File: src/rtl/edge_level_gen_pkg.sv
// edge_pkg: shared FSM state encoding and default counter width for edge_level_gen.
package edge_pkg;
   localparam int EDGE_CNT_W = 8;
   typedef enum logic [1:0] {
      LOW       = 2'd0,
      LOW_HOLD  = 2'd1,
      HIGH      = 2'd2,
      HIGH_HOLD = 2'd3
   } state_e;
   function automatic logic is_hold(input state_e s);
      return (s == LOW_HOLD) || (s == HIGH_HOLD);
   endfunction
endpackage

File: src/rtl/edge_level_gen_hold.sv
// hold_counter: saturating minimum-time counter; done_o flags the last hold cycle.
module hold_counter
   import edge_pkg::*;
#(
   parameter int CNT_W = EDGE_CNT_W
) (
   input  logic             clk,
   input  logic             rst,
   input  logic             load_i,
   input  logic             inc_i,
   input  logic [CNT_W-1:0] lim_i,
   output logic             done_o
);
   logic [CNT_W-1:0] cnt_q, cnt_d;
   assign cnt_d  = load_i ? CNT_W'(1) : (inc_i && cnt_q < lim_i) ? cnt_q + CNT_W'(1) : cnt_q;
   assign done_o = ({1'b0, cnt_q} + (CNT_W+1)'(1)) >= {1'b0, lim_i};
   always_ff @(posedge clk or negedge rst) begin
      if (!rst) cnt_q <= '0;
      else      cnt_q <= cnt_d;
   end
endmodule

File: src/rtl/edge_level_gen.sv
// edge_level_gen: rebuilds a level from rise/fall requests with min high/low hold times.
// Optional toggle request input enabled by EDGE_LEVEL_GEN_TOGGLE_EN.
module edge_level_gen
   import edge_pkg::*;
#(
   parameter int MIN_HIGH  = 4,
   parameter int MIN_LOW   = 4,
   parameter int CNT_W     = EDGE_CNT_W,
   parameter bit RST_LEVEL = 1'b0
) (
   input  logic clk,
   input  logic rst,
   input  logic rise_req,
   input  logic fall_req,
`ifdef EDGE_LEVEL_GEN_TOGGLE_EN
   input  logic tgl_req,
`endif
   output logic q,
   output logic q_rise,
   output logic q_fall,
   output logic busy,
   output logic pend,
   output logic coll_err,
   output logic redund_err
);
   if (MIN_HIGH < 1 || MIN_HIGH > 2**CNT_W-1 || MIN_LOW < 1 || MIN_LOW > 2**CNT_W-1) begin : g_bad_min
      $error("edge_level_gen: MIN_HIGH/MIN_LOW out of range");
   end
   state_e state_q, state_d;
   logic   q_q, q_d, pend_q, pend_d, busy_q, busy_d;
   logic   q_rise_q, q_rise_d, q_fall_q, q_fall_d, coll_q, coll_d, redund_q, redund_d;
   logic   r, f, coll, same, opp, hold, go, done;
   logic [CNT_W-1:0] lim;
`ifdef EDGE_LEVEL_GEN_TOGGLE_EN
   logic lvl_eff;
   // A toggle targets the level q will settle at once any buffered request lands.
   assign lvl_eff = q_q ^ pend_q;
   assign coll    = (rise_req & fall_req) | (tgl_req & (rise_req | fall_req));
   assign r       = ~coll & (rise_req | (tgl_req & ~lvl_eff));
   assign f       = ~coll & (fall_req | (tgl_req & lvl_eff));
`else
   assign coll    = rise_req & fall_req;
   assign r       = rise_req & ~coll;
   assign f       = fall_req & ~coll;
`endif
   assign same = (r & q_q) | (f & ~q_q);
   assign opp  = (r & ~q_q) | (f & q_q);
   assign hold = is_hold(state_q);
   // A settled state with a buffered request applies it immediately, so q holds exactly MIN_x.
   assign go   = ~hold & (opp | pend_q) & ~same;
   assign lim  = q_q ? CNT_W'(MIN_HIGH) : CNT_W'(MIN_LOW);
   hold_counter #(.CNT_W(CNT_W)) u_cnt (
      .clk    (clk),
      .rst    (rst),
      .load_i (go),
      .inc_i  (hold),
      .lim_i  (lim),
      .done_o (done)
   );
   always_comb begin
      state_d  = go ? (q_q ? (MIN_LOW == 1 ? LOW : LOW_HOLD) : (MIN_HIGH == 1 ? HIGH : HIGH_HOLD))
               : (hold && done) ? (q_q ? HIGH : LOW) : state_q;
      q_d      = q_q ^ go;
      pend_d   = ~go & (pend_q | (hold & opp)) & ~same;
      busy_d   = is_hold(state_d);
      q_rise_d = go & ~q_q;
      q_fall_d = go & q_q;
      coll_d   = coll;
      redund_d = same & ~pend_q;
   end
   always_ff @(posedge clk or negedge rst) begin
      if (!rst) begin
         state_q  <= RST_LEVEL ? HIGH : LOW;
         q_q      <= RST_LEVEL;
         pend_q   <= 1'b0;
         busy_q   <= 1'b0;
         q_rise_q <= 1'b0;
         q_fall_q <= 1'b0;
         coll_q   <= 1'b0;
         redund_q <= 1'b0;
      end else begin
         state_q  <= state_d;
         q_q      <= q_d;
         pend_q   <= pend_d;
         busy_q   <= busy_d;
         q_rise_q <= q_rise_d;
         q_fall_q <= q_fall_d;
         coll_q   <= coll_d;
         redund_q <= redund_d;
      end
   end
   assign q          = q_q;
   assign q_rise     = q_rise_q;
   assign q_fall     = q_fall_q;
   assign busy       = busy_q;
   assign pend       = pend_q;
   assign coll_err   = coll_q;
   assign redund_err = redund_q;
endmodule

File: config.mk
export PLATFORM = sky130hd
export DESIGN_NAME = edge_level_gen
export DESIGN_NICKNAME = d
export VERILOG_FILES = /design/src/rtl/edge_level_gen_pkg.sv /design/src/rtl/edge_level_gen_hold.sv /design/src/rtl/edge_level_gen.sv
export SDC_FILE = /design/constraint.sdc
export NUM_CORES = 1
export LEC_CHECK = 0
export CORE_AREA = 2 2 51 53
export CTS_CLUSTER_DIAMETER = 80
export DETAILED_ROUTE_END_ITERATION = 7
export DIE_AREA = 0 0 53 55
export HOLD_SLACK_MARGIN = 0.03
export PLACE_DENSITY = 0.47
export SYNTH_ARGS = -nofsm -noshare
export SYNTH_HDL_FRONTEND = slang
export SYNTH_SLANG_ARGS = --single-unit
export TNS_END_PERCENT = 100
File: constraint.sdc
create_clock -name clk -period 3.2 [get_ports clk]
set_input_delay 0.64 -clock clk [delete_from_list [all_inputs] [get_ports clk]]
set_output_delay 0.64 -clock clk [all_outputs]
set_load 0.03 [all_outputs]
## Word level (Yosys, flattened, before mapping)

Cells that the tools add are included.

- Reduce and logical (&&, ||, !) cells: 5
- Equality and inequality tests: 4
- Bitwise operators: 26
- Multiplexer cells: 6
- Add/subtract/negate cells: 2
- $lt $le $gt $ge: 2

Operators with widths:

| kind | count |
|---|---|
| $mux 8 | 2 |
| $and 1x1->1 | 15 |
| $add 8x1->9 const B | 1 |
| $ge 9x3->1 const B | 1 |
| $add 8x1->8 const B | 1 |
| $lt 8x3->1 const B | 1 |
| $mux 2 | 4 |
| $not 1->1 | 6 |
| $eq 2x1->1 const B | 2 |
| $eq 2x2->1 const B | 2 |
| $or 1x1->1 | 4 |
| $logic_and 1x1->1 | 2 |
| $logic_or 1x1->1 | 2 |
| $reduce_bool 2->1 | 1 |
| $xor 1x1->1 | 1 |

- Bits in registers: 17
- Output and inout bits: 7
- Bits of input ports: 4
- Word-level logic and storage cells: 54

## Longest topological paths before layout

- Word-level depth: 11
- Gate-level depth with buffers: 5
- Gate-level depth less buffers: 5

## Hierarchy

From an unflattened synthesis, not the netlist that was laid out.

- Cells, all modules: 128
- Area, all modules: 1211.2 um^2

By module, submodules not included:

| module | cells an instance | times used | area each (um^2) | sequential area each (um^2) |
|---|---|---|---|---|
| hold_counter | 99 | 1 | 879.6 | 200.2 |
| edge_level_gen | 29 | 1 | 331.6 | 200.2 |

## Least setup slack after synthesis

Ideal clock, no wire load.

- Path kind: input to register
- Start: input port fall_req
- End: register q_q, in the netlist q
- Slack: 1.514 ns
- Cell stages on the path: 5
- Data arrival time: 1.623 ns
- Path buffers: 0
- Setup time: 0.063 ns
- Data required time: 3.137 ns
- Cell sequence: and2b_1 > a211oi_2 > a211oi_4 > ha_1 > inv_1

- Word-level cells in the longest chain between the ends: 9
- Elaborated cells between the ends (all ways): 15
- Classes of those cells: bitwise (15)

Ends and longest elaborated chain:

| item | RTL line | text |
|---|---|---|
| from (decl) | edge_level_gen.sv:14 | `input logic fall_req,` |
| $and 1x1->1 | edge_level_gen.sv:42 | `assign coll = rise_req & fall_req;` |
| $not 1->1 | edge_level_gen.sv:43, edge_level_gen.sv:44 |  |
| $and 1x1->1 (on tied branches) | edge_level_gen.sv:43, edge_level_gen.sv:44 |  |
| $and 1x1->1 | edge_level_gen.sv:47 | `assign opp = (r & ~q_q) \| (f & q_q);` |
| $or 1x1->1 | edge_level_gen.sv:47 |  |
| $or 1x1->1 | edge_level_gen.sv:50 | `assign go = ~hold & (opp \| pend_q) & ~same;` |
| $and 1x1->1 | edge_level_gen.sv:50 |  |
| $and 1x1->1 * | edge_level_gen.sv:50 |  |
| $xor 1x1->1 * | edge_level_gen.sv:63 | `q_d = q_q ^ go;` |
| via q_d | edge_level_gen.sv:30 | `logic q_q, q_d, pend_q, pend_d, busy_q, busy_d;` |
| to (signal assigned) | edge_level_gen.sv:83 | `q_q <= q_d;` |
| to (decl) | edge_level_gen.sv:30 |  |

The timed path passes the listed nets; every way through them passes the cells marked *.
A chain may end at the register's enable or synchronous reset.

## Worst setup path after layout

- Start: register q_q, in the netlist q
- End: output port q

RTL lines:

| item | RTL line | text |
|---|---|---|
| to (decl) | edge_level_gen.sv:18 | `output logic q,` |

No word-level cell between the ends.

==> flow_summary.ini <==
[grt]
grt_max_degree = 16
grt_first_pass_wirelength_mm = 1.76
grtUsageTotal = 0.0890
grt-ovfl-total = 0
grt_pass1_vias = 392
antenna_found_initial = 0

[job]
timing.max_cap.violations = 0

[timing]
final_hold_viol_count = 0
grt_setup_unrepaired = false
finalCritPeriodShare = 0.681
setup_tns_ns = 0
worstMarginPinSlew_ns = 0.655
max_slew_margin = 0.562
whs_ns = 0.507
setup_viol = 0
max_freq_mhz = 459
slew_viol_final = 0
skew_ns = 0.00399
period_minus_slack_ns = 2.18

[clock_tree]
htree_levels = 1
clk_latency_ns = 0.28
cts.sinks = 15
clock-root-buffer = clkbuf_4
cts_buffers = 3
hold_buffers = 0
postCtsSetupBuffers = 0
clockBufferDepth = 2
cts_resized = 0
clkTransAtPathRegs_ns = 0.08
cts_tree = done

[final_layout]
layout_common_cells = dfrtp_1 (15), clkdlybuf4s50_1 (10), nor2_1 (6), nor2b_1 (5)
fin_cells = 97
final_common_cell = dfrtp_1
final_layout_size_suffix_gt1_frac = 0.119
antenna_cells = 0
stdcell_area_sq_um = 818
layout.nets = 75
utilization = 0.346
syn_to_final_growth_pct = 23.4

[place]
place.gp.congestion = 0.624
dp.cells = 93
port_buffers = 10
post_dp_cell_area_sq_um = 792
hpwl_microns = 734

[floorplanning]
fp-row-count = 18
die_x_microns = 53
die-area_sq_mm = 0.00292
die_h_microns = 55
core-area_sq_mm = 0.00236
initial_core_util = 0.280
io_pins = 11

[worst_setup_path]
critPathKind = reg2out
crit_fanout = 8
critical_path.top_delay_family = buffers and inverters
worstSetupEndpointType = output port
cpPeakStageDelay_ns = 0.73
cpMaxStageDelayCell = clkdlybuf4s50_1
cp.required_ns = 2.56
path_cells = clkdlybuf4s50_1
worst-path-buf-inv = 1
cp-start-kind = register
arrival_ns = 1.54

[yosys]
yosysTopAreaCell = dfrtp_1
synth_area_leaders = dfrtp_1 (57%), ha_1 (5.7%), nor2b_1 (4.7%)
synth_top_area_frac = 0.566
ys_seq_area_frac = 0.566
syn-mean-instance-area_sq_um = 12.1
ys_ff_latch = 15
syn_area_sq_um = 663
synth_cell_types = 24
synth_nets = 62
yosysWarnings = 0
syn_inst = 55

[routing]
viasPerCell = 4.30
drt-pass1-iter-count = 2
initialDrtViolationCount = 6
drc = 0
vias = 417
ant_nets = 0
wl_per_cell_microns = 10.6
wl_mm = 1.03

[power_and_ir_drop]
p_leak_nw = 0.380
ir_worst_vdd_uv = 491
power.density_mw_per_mm2 = 850

[hold_path]
hp-class = reg2reg

[outcome]
status = finished, final reports clean
metal layers:
metal	global-route usage	up-vias	share of wire
li1	-	206	-
met4	0.0641	0	0.0058
met3	0.0188	2	0.038
met2	0.129	5	0.49
met1	0.118	204	0.47
met5	0	-	0
final timing paths:
path,slack (ns),from,depth (start not counted),endpoint
min in group asynchronous,0.76,rst,1,q_fall
hold reg to reg,0.51,u_cnt.cnt_q[7],1,u_cnt.cnt_q[7]
setup / recovery,1.02,q,1,q
setup reg to reg,1.70,q,4,q
hold / removal,0.51,u_cnt.cnt_q[7],1,u_cnt.cnt_q[7]
max in group asynchronous,2.02,rst,1,u_cnt.cnt_q[0]
area by class of cell:
class                      count  area (sq um)
clock buffer                   4          26.3
fill                         259          1550
inverter                       3          11.3
multi-input combinational     35           268
sequential                    15           375
tap                           30          37.5
timing repair buffer          10           100
sequential cells by signal, summed over array words and instances, names as in the netlist:
name / cells
busy: 1
coll_err: 1
pend: 1
q: 1
q_fall: 1
q_rise: 1
redund_err: 1
u_cnt.cnt_q: 8
report_power, final:
group          total (mW)  switching [mW]  internal (mW)
combinational       0.298           0.167          0.131
sequential          0.293          0.0533          0.240
clock               0.104          0.0560         0.0483
total               0.696           0.277          0.419
Yosys cell counts:
cell       n
xor2_1     1
a211oi_4   1
buf_2      1
a21oi_2    1
mux2i_1    1
nor2b_1    5
a211oi_2   1
o21bai_1   1
a211oi_1   1
nand4b_1   1
nor3_4     1
ha_1       3
or2b_2     1
nand2_1    1
inv_1      3
a41oi_1    1
nand3_1    1
nand2b_1   2
nor2_1     6
and2_1     2
clkbuf_1   1
and2b_1    2
dfrtp_1   15
a21oi_1    2
kinds of logic after synthesis:
kind of cell	synth area share
buffers and inverters	0.0302
AND/OR/NAND/NOR	0.206
AO/OA/AOI/OAI	0.113
multiplexers	0.0151
flip-flops	0.566
adder cells (fa/ha/maj)	0.0566
XOR/XNOR	0.0132
stage by stage:
step	setup WS (ns)	power, mW
finish	1.02	0.696
global route	0.948	0.758
CTS	0.989	0.714
detailed placement	0.880	0.603
global placement	0.902	0.603
floorplan	1.51	0.503
(Power assumes the default switching activity.)
